File: src/rtl/display_select_ctrl.sv
// Display mux select sequencer for the two-channel calculator display.
// Combines a debounced toggle button, optional auto-alternate, and a result-hold override of channel B.
module display_select_ctrl #(
  parameter int DEBOUNCE_CYCLES = 500000,
  parameter int AUTO_PERIOD     = 50000000,
  parameter int RESULT_HOLD     = 100000000
) (
  input  logic clk,
  input  logic reset,
  input  logic btn_in,
  input  logic auto_en,
  input  logic result_valid,
  output logic display_select,
  output logic hold_active,
  output logic press_pulse
);
  localparam int DW = $clog2(DEBOUNCE_CYCLES);
  localparam int AW = $clog2(AUTO_PERIOD);
  localparam int HW = $clog2(RESULT_HOLD);
  localparam logic [DW-1:0] DEB_LAST  = DW'(DEBOUNCE_CYCLES - 1);
  localparam logic [AW-1:0] AUTO_LAST = AW'(AUTO_PERIOD - 1);
  localparam logic [HW-1:0] HOLD_LAST = HW'(RESULT_HOLD - 1);

  typedef enum logic [1:0] {
    SHOW_A = 2'd0,
    SHOW_B = 2'd1,
    HOLD_B = 2'd2
  } state_t;

  state_t state, next_state;
  logic sync1, sync2, stable, stable_q;
  logic [DW-1:0] deb_cnt;
  logic [AW-1:0] auto_cnt, auto_next;
  logic [HW-1:0] hold_cnt, hold_next;

  // Button path: synchronizer, debounce, and registered rising-edge event.
  always_ff @(posedge clk or posedge reset) begin
    if (reset) begin
      sync1       <= 1'b0;
      sync2       <= 1'b0;
      stable      <= 1'b0;
      stable_q    <= 1'b0;
      deb_cnt     <= '0;
      press_pulse <= 1'b0;
    end else begin
      sync1    <= btn_in;
      sync2    <= sync1;
      stable_q <= stable;
      press_pulse <= stable & ~stable_q;
      if (sync2 == stable) begin
        deb_cnt <= '0;
      end else if (deb_cnt == DEB_LAST) begin
        stable  <= sync2;
        deb_cnt <= '0;
      end else begin
        deb_cnt <= deb_cnt + DW'(1);
      end
    end
  end

  always_ff @(posedge clk or posedge reset) begin
    if (reset) begin
      state          <= SHOW_A;
      auto_cnt       <= '0;
      hold_cnt       <= '0;
      display_select <= 1'b0;
      hold_active    <= 1'b0;
    end else begin
      state          <= next_state;
      auto_cnt       <= auto_next;
      hold_cnt       <= hold_next;
      display_select <= (next_state != SHOW_A);
      hold_active    <= (next_state == HOLD_B);
    end
  end

  // Counters default to zero so any state change clears both timers.
  always_comb begin
    next_state = state;
    auto_next  = '0;
    hold_next  = '0;
    if (result_valid) begin
      next_state = HOLD_B;
    end else if (press_pulse) begin
      next_state = (state == SHOW_A) ? SHOW_B : SHOW_A;
    end else begin
      unique case (state)
        SHOW_A, SHOW_B: begin
          if (auto_en) begin
            if (auto_cnt == AUTO_LAST) begin
              next_state = (state == SHOW_A) ? SHOW_B : SHOW_A;
            end else begin
              auto_next = auto_cnt + AW'(1);
            end
          end
        end
        HOLD_B: begin
          if (hold_cnt == HOLD_LAST) begin
            next_state = SHOW_A;
          end else begin
            hold_next = hold_cnt + HW'(1);
          end
        end
        default: next_state = SHOW_A;
      endcase
    end
  end
endmodule
File: config.mk
export PLATFORM = sky130hd
export DESIGN_NAME = display_select_ctrl
export DESIGN_NICKNAME = d
export VERILOG_FILES = /design/src/rtl/display_select_ctrl.sv
export SDC_FILE = /design/constraint.sdc
export NUM_CORES = 1
export LEC_CHECK = 0
export BUFFER_PORTS_ARGS = -buffer_cell sky130_fd_sc_hd__buf_2
export CAP_MARGIN = 30
export CELL_PAD_IN_SITES_DETAIL_PLACEMENT = 0
export CELL_PAD_IN_SITES_GLOBAL_PLACEMENT = 1
export CORE_ASPECT_RATIO = 0.5
export CORE_MARGIN = 2
export CORE_UTILIZATION = 40
export CTS_BUF_LIST = sky130_fd_sc_hd__clkbuf_8
export DETAILED_ROUTE_END_ITERATION = 10
export MAX_ROUTING_LAYER = met4
export PLACE_DENSITY_LB_ADDON = 0.08
export SLEW_MARGIN = 20
export SYNTH_ARGS = -nofsm -noshare
export SYNTH_HDL_FRONTEND = slang
export SYNTH_SLANG_ARGS = --single-unit
File: constraint.sdc
create_clock -name clk -period 3.1 [get_ports clk]
set_clock_uncertainty 0.05 [all_clocks]
set_input_delay 0.62 -clock clk [delete_from_list [all_inputs] [get_ports clk]]
set_output_delay 0.62 -clock clk [all_outputs]
set_load 0.01 [all_outputs]
# Word-level counts from Yosys, hierarchy flattened
# Index checks and enable logic that the tools add are counted.
# op_classes
n_mux	18
n_addsub	3
n_eq_ne	7
n_bitwise	3
n_reduce_logical	4
# op_table
op	count
$mux W26	5
$mux W27	4
$mux W19	2
$add A27 B1 Y27 const B	1
$eq A27 B27 Y1 const B	1
$add A26 B1 Y26 const B	1
$eq A26 B26 Y1 const B	1
$add A19 B1 Y19 const B	1
$eq A19 B19 Y1 const B	1
$mux W2	5
$eq A2 B2 Y1 const B	2
$pmux W2 S2	1
$eq A2 B1 Y1 const B	1
$logic_not A2 Y1	1
$not A1 Y1	2
$reduce_and A2 Y1	1
$reduce_bool A2 Y1	1
$reduce_or A2 Y1	1
$and A1 B1 Y1	1
$eq A1 B1 Y1	1
$mux W1	1
# totals
output_inout_bits	3
ff_bits	81
inputBits	5
wordCells	46

# Longest topological paths before layout
# Gate-level depths: netlist (run 1).
# logic_depth
ltp_word	8
mapped_depth	8
mapped_depth_nobuf	6

# Worst setup path before layout (run 1)
# OpenSTA, ideal clock, no wires.
# synth_path
path_kind	register to register
startpoint	reg hold_cnt[0]
endpoint	reg hold_cnt[19]
path_stages_with_launch	9
n_path_buf	2
setup_ns	0.119
synth_period_minus_slack_ns	1.859
setup_slack_ns	1.241
arrival_ns	1.690
path_cell_list	dfrtp_1 -> ha_1 -> nand3_1 -> or2_0 -> o31ai_1 -> or2_1 -> buf_4 -> buf_6 -> nor2_1
# synth_between
elab_chain_cells	5
elab_cells_between_ends	6
classes_between	add/sub: 1; eq/ne: 1; mux: 4
# synth_rtl
element	line_no	text
from (decl)	34	logic [HW-1:0] hold_cnt, hold_next;
from (signal assigned)	71	hold_cnt <= hold_next;
$add A27 B1 Y27 / $eq A27 B27 Y1 (equally long branches)	101, 98	
$mux W27 (*)	98	if (hold_cnt == HOLD_LAST) begin
$mux W27 (*)	87	unique case (state)
$mux W27 (*)	84	end else if (press_pulse) begin
$mux W27 (*)	82	if (result_valid) begin
net hold_next[19]	34	
# The timed path passes the listed nets; every way through them passes the cells marked *.
# A chain may end at the register's enable or synchronous reset.

# Worst setup path in the final report (run 1)
# layout_path
startpoint	reg hold_cnt[0]
endpoint	reg hold_cnt[9]
# The elaborated chain is that of the path after synthesis.

==> results.txt, run 1 <==
Status -> complete, no violations
Wirelength per Cell -> 13.2 um
EDFF count, synth -> 0
Worst skew pair latency -> 0.35 ns
Post-DP HPWL -> 4.67 mm
Reg-to-reg startpoint -> hold_cnt[0]
Critical path cell sequence -> ha_1 -> nand3_1 -> or2_0 -> o31ai_1 -> or2_1 -> buf_4 -> nor2_1
Global-route wire length before repair -> 12.2 mm
Yosys warning total -> 0
Final critical path time including I/O delays and setup -> 2.34 ns
H-tree Lvls -> 3
Worst Setup Start Kind -> flip-flop
Vias in the first global route -> 2582
Asr flop ratio synth -> 1.00
Antenna violations before repair -> 0
Synth top cells by count -> 82 x nor2_1, 81 x dfrtp_1, 44 x xor2_1
Register area share after synthesis -> 0.517
Grt met3 use -> 0.0567
Die Span Y -> 74 um
GRT Util Overall -> 0.154
Maximum VDD drop -> 0.162 mV
Final wirelength -> 7.01 mm
Cell type with the largest total area after synthesis -> dfrtp_1
Pin count of the biggest net entering global routing -> 44
Dpl ws -> 0.728 ns
Syn-to-layout area delta -> 10.0%
Grt peak-use layer -> met2
Final setup margin -> 0.756 ns
Cell with the most instances after synthesis -> nor2_1
Post-CTS setup buffers -> 0
# Max-Cap Violations -> 0
Worst-Margin Slew -> 0.769 ns
Number of gates resized after cts -> 0
Setup_tns -> 0 ns
DIE WIDTH -> 144 um
Post-CTS Hold Buffers -> 0
CP arrival -> 2.53 ns
Hold Vio Cnt, Final -> 0
Register bit total from synthesis -> 81
DRC -> 0
CP delay by family, top -> simple AND/OR/NAND/NOR gates
Met2 Use GR -> 0.246
DIE AREA -> 10700 um^2
Nets@finish -> 400
Initial Util -> 0.414
Share of the synthesized area in the top cell type -> 0.517
Fin. max-slew vios -> 0
Synth cell types -> 43
Cell Area, Synth -> 3920 um^2
Syn_nets -> 387
Initial DRC count -> 105
Fmax -> 427 MHz
Pre-Repair DR Iteration Count -> 4
Num CTS Buffers -> 9
Pwr dens -> 444 nW/um^2
Relative slew margins -> 0.487
Crit share post-route -> 0.756
CTS tree -> done
GRT met1 Usage -> 0.187
Worst-path clk slew -> 0.08 ns
Setup CP Type -> flip-flop to flip-flop
GRT overflow -> 0
Final setup viols -> 0
ANT nets after route -> 0
Crit path launch -> hold_cnt[0]
Critical Path End Type -> flip-flop
Post-Syn Area per Cell -> 10.3 um^2
Main synth FF type -> dfrtp_1
Worst Hold Launch -> sync1
Critical Path RT -> 3.29 ns
Leakage -> 1.84 nW
Proportion of layout cells with a drive suffix above 1 -> 0.101
Routability Congestion -> 0.728
CTS root buf -> clkbuf_8
Antenna cell count -> 0
Slowest cell on the critical path -> or2_1
CP max FO -> 15
RSZ-0062 raised after global routing -> no
Cells after Synth -> 379
Crit-path max cell delay -> 0.44 ns
CTS Sinks -> 81
Vias per cell -> 4.98
Vias -> 2652
Core Area -> 9480 um^2
PortBufs -> 7
HP Class -> flip-flop to flip-flop
Max clock buf depth -> 2
WP buf/inv -> 1
Ports -> 8
Row cnt -> 25
Ranking of synthesized cells by area -> dfrtp_1 52%, xor2_1 9.8%, nor2_1 7.9%, xnor2_1 5.1%, nand3_1 4.0%
## path summary, 6_finish.rpt
kind                            slack [ns]              to  depth (start not counted)
worst max-delay path                  0.76     hold_cnt[9]                          7
worst min-delay path                  0.31           sync2                          0
worst max register to register        0.76     hold_cnt[9]                          7
worst min register to register        0.31           sync2                          0
max in group asynchronous             2.02      deb_cnt[9]                          3
min in group asynchronous             0.33  display_select                          2
## power breakdown
group	total, mW	internal [mW]	switching, mW
clock network	0.795	0.432	0.363
registers	1.07	1.06	0.00701
logic	0.0505	0.0130	0.0376
## cells in the final DEF, fill, tap and decap left out, types with 2 or more instances in the layout
| cell | instances |
|---|---|
| nor4_1 | 2 |
| nand3_1 | 31 |
| buf_2 | 7 |
| ha_1 | 3 |
| clkinv_2 | 2 |
| nand4_1 | 20 |
| inv_1 | 11 |
| nor3b_1 | 2 |
| and4_1 | 6 |
| nor4_4 | 4 |
| nand2_1 | 19 |
| nor2_1 | 82 |
| dfrtp_1 | 81 |
| nor4b_1 | 3 |
| xnor2_1 | 23 |
| nor3_1 | 7 |
| buf_4 | 2 |
| clkbuf_8 | 12 |
| xor2_1 | 44 |
| and3_1 | 10 |
## final cells by class
type	count	area [um^2]
clock inverters	4	42.5
multi-input cells	280	1800
well taps	135	169
fillers	917	5160
clock buffers	12	165
inverters	10	38.8
repair buffers	10	70.1
flip-flops and latches	81	2030
## state kept, by name, summed over array words and instances (netlist names)
name	count
display_select	1
stable_q	1
deb_cnt	19
sync2	1
hold_cnt	27
auto_cnt	26
sync1	1
state	2
hold_active	1
press_pulse	1
stable	1
## cells by family (layout without fill, tap and decap cells)
family                   after synthesis  after routing  share of synthesized area
AND/OR/NAND/NOR                      203            203                      0.282
AO/OA/AOI/OAI                          6              6                     0.0156
multiplexers                           1              1                    0.00287
flip-flops                            81             81                      0.517
XOR/XNOR                              67             67                      0.150
buffers and inverters                 18             36                     0.0236
adder cells (fa/ha/maj)                3              3                    0.00958
## metrics by stage
stage	cells	utilization	hold slack (ns)	total power [mW]	cell area, um^2
2_1_floorplan	379	-	0.281	1.13	3920
3_3_place_gp	516	0.433	0.288	1.14	4110
3_5_place_dp	516	0.433	0.290	1.14	4110
4_1_cts	532	0.455	0.297	1.96	4310
5_1_grt	532	0.455	0.290	2.02	4310
6_report	532	0.455	0.309	1.92	4310
## layer usage
layer | share of wire | wire (um)
met1 | 0.49 | 3400
met4 | 0.0057 | 40
met3 | 0.034 | 236
met2 | 0.47 | 3330
met5 | 0 | 0
(Power assumes the default switching activity.)
==> run 2: changes to the inputs <==
clock period = 2.1 ns   (was 3.1 ns; I/O delays follow)
==> run 2 against run 1 <==
  * Clock power rose by 52%
  * Sequential cell count unchanged
  * Setup slack got worse by 0.58 ns
  * Via count down 0.34%
  * Largest cell class unchanged
  * First-iteration DRC count increased by 16%
  * Cell area rose by 1.4%
  * Combinational power increased by 55%
==> results.txt, run 2 (synthesis results as in run 1) <==
Core Area -> 9480 um^2 (unchanged)
Most frequent cells in the layout -> 82 x nor2_1, 81 x dfrtp_1, 44 x xor2_1
CP arrival -> 2.11 ns (-0.42 ns)
NetSw -> 596 uW (+46%)
Final critical path time including I/O delays and setup -> 1.93 ns (-0.416 ns)
Met2 Use GR -> 0.270 (+0.0249)
CP max FO -> 27 (+12)
Initial DRC count -> 122 (+16%)
Crit path launch -> hold_cnt[0]
Fin. max-slew vios -> 0 (unchanged)
Relative slew margins -> 0.650 (+0.164)
Wirelength per Cell -> 13.4 um (+1.7%)
Crit share post-route -> 0.918 (+0.162)
Num CTS Buffers -> 9 (unchanged)
Total power -> 2.87 mW (+50%)
Antenna cell count -> 0 (unchanged)
Number of gates resized after cts -> 0 (unchanged)
RSZ-0062 raised after global routing -> no
Status -> complete, no violations
DRC -> 0 (unchanged)
Grt peak-use layer -> met2
ANT nets after route -> 0 (unchanged)
Pre-Repair DR Iteration Count -> 4 (unchanged)
Global-route wire length before repair -> 12.7 mm (+4.4%)
Max clock buf depth -> 2 (unchanged)
Crit path capture -> hold_cnt[10]
Setup_tns -> 0 ns (unchanged)
Reg-to-reg startpoint -> hold_cnt[0]
Multi-input gate area -> 1800 um^2 (unchanged)
CTS tree -> done
H-tree Lvls -> 3 (unchanged)
Most flops, register -> hold_cnt
R2r endpoint -> hold_cnt[10]
Vias in the first global route -> 2733 (+5.8%)
GRT Util Overall -> 0.159 (+0.00494)
CP delay by family, top -> simple AND/OR/NAND/NOR gates
Hold Vio Cnt, Final -> 0 (unchanged)
Maximum VDD drop -> 0.321 mV (+98%)
Final wirelength -> 7.17 mm (+2.3%)
GRT overflow -> 0 (unchanged)
Critical Path End Type -> flip-flop
Worst Setup Start Kind -> flip-flop
Crit-path max cell delay -> 0.39 ns (-0.05 ns)
Placed Cells -> 520 (+0.78%)
Clock power share -> 0.423 (+0.008)
Worst-path clk slew -> 0.08 ns (about the same)
# Max-Cap Violations -> 0 (unchanged)
Hold WS -> 0.127 ns (-0.182 ns)
Routability Congestion -> 0.774 (+6.3%)
Proportion of layout cells with a drive suffix above 1 -> 0.108 (+0.00674)
Reg2reg path depth -> 7 (unchanged)
Final setup margin -> 0.173 ns (-0.584 ns)
Leakage -> 1.87 nW (+1.5%)
Grt met3 use -> 0.0464 (-0.0103)
Vias per cell -> 4.94 (-0.90%)
Initial Util -> 0.414 (unchanged)
WP buf/inv -> 1 (unchanged)
Antenna violations before repair -> 0 (unchanged)
Final setup viols -> 0 (unchanged)
DIE WIDTH -> 144 um (unchanged)
Die Span Y -> 74 um (unchanged)
Filler Cells Inserted -> 914 (-0.33%)
Commonest non-fill, non-tap cell in the layout -> nor2_1
Non-Filler Instances -> 535 (+0.56%)
CTS Sinks -> 81 (unchanged)
Vias -> 2643 (-0.34%)
Flop pwr share -> 0.550 (-0.009)
R2R Setup Slk -> 0.17 ns (-0.58 ns)
Slowest cell on the critical path -> dfrtp_1
Post-CTS Hold Buffers -> 0 (unchanged)
Max reg flops -> 27 (unchanged)
Post-DP HPWL -> 4.73 mm (+1.4%)
Internal Pwr Total -> 2.28 mW (+51%)
Row cnt -> 25 (unchanged)
Ports -> 8 (unchanged)
Worst-Margin Slew -> 0.520 ns (-0.249 ns)
Worst skew pair latency -> 0.35 ns (about the same)
GRT met1 Usage -> 0.188 (+0.00183)
Post-CTS setup buffers -> 0 (unchanged)
Critical Path RT -> 2.28 ns (-1.01 ns)
Dpl ws -> 0.170 ns (-0.559 ns)
Crit path depth -> 7 (unchanged)
HP Class -> input pin to asynchronous set/reset pin
Pin count of the biggest net entering global routing -> 82 (+86%)
Switching share of power -> 0.207 (-0.00566)
CTS root buf -> clkbuf_8
Nets@finish -> 404 (+1.0%)
Register area -> 2030 um^2 (unchanged)
Setup CP Type -> flip-flop to flip-flop
Largest regs -> hold_cnt x27, auto_cnt x26, deb_cnt x19
Pwr dens -> 657 nW/um^2 (+48%)
Combinational share of power -> 0.027 (about the same)
Critical path cell sequence -> ha_1 -> nand3_1 -> or2_0 -> o31ai_1 -> or2_1 -> buf_12 -> nor2_1
Fmax -> 519 MHz (+22%)
PortBufs -> 7 (unchanged)
DIE AREA -> 10700 um^2 (unchanged)
Syn-to-layout area delta -> 11.6%
run 2: cell types whose count changed in the layout (fill, tap and decap cells not counted):
cell / previous run / this run
buf_12: 1 / 3
buf_4: 2 / 4
clkbuf_8: 12 / 10
clkinvlp_4: 0 / 1
bufinv_16: 1 / 2
clkinv_2: 2 / 1
run 2: worst min path at each step:
stage / start / to / slack (ns) / cells past startpoint
CTS: btn_in / sync1 / 0.11 / 1
global placement: sync1 / sync2 / 0.29 / 0
floorplan: sync1 / sync2 / 0.28 / 0
global route: btn_in / sync1 / 0.1 / 1
detailed placement: sync1 / sync2 / 0.29 / 0
finish: reset / auto_cnt[15] / 0.13 / 3
run 2: layer usage:
metal	vias up	part of all wire
met5	-	0
met4	0	0.0056
met3	6	0.026
met2	21	0.50
met1	1307	0.47
li1	1309	-
run 2: final cells by class:
class	instances	area share
tap	135	0.0386
multi-input combinational	280	0.412
inverter	10	0.00944
timing repair buffer	14	0.0286
sequential	81	0.464
clock buffer	10	0.0315
clock inverter	5	0.0166
run 2: tightest hold or removal path: stages:
cell and delay [ns]:
buf_2 0.11, clkinvlp_4 0.07, buf_12 0.35
run 2: power by group through the flow:
stage / Combinational [mW] / Sequential [mW] / Clock [mW]
6_report: 0.0784 / 1.58 / 1.21
5_1_grt: 0.0914 / 1.58 / 1.34
4_1_cts: 0.0828 / 1.58 / 1.27
3_5_place_dp: 0.0825 / 1.61 / 0
3_3_place_gp: 0.0799 / 1.61 / 0
2_1_floorplan: 0.0577 / 1.61 / 0
run 2: per-stage QoR:
| step | area, um^2 | util |
|---|---|---|
| finish | 4370 | 0.461 |
| global route | 4370 | 0.461 |
| CTS | 4370 | 0.461 |
| detailed placement | 4160 | 0.439 |
| global placement | 4160 | 0.439 |
| floorplan | 3920 | - |
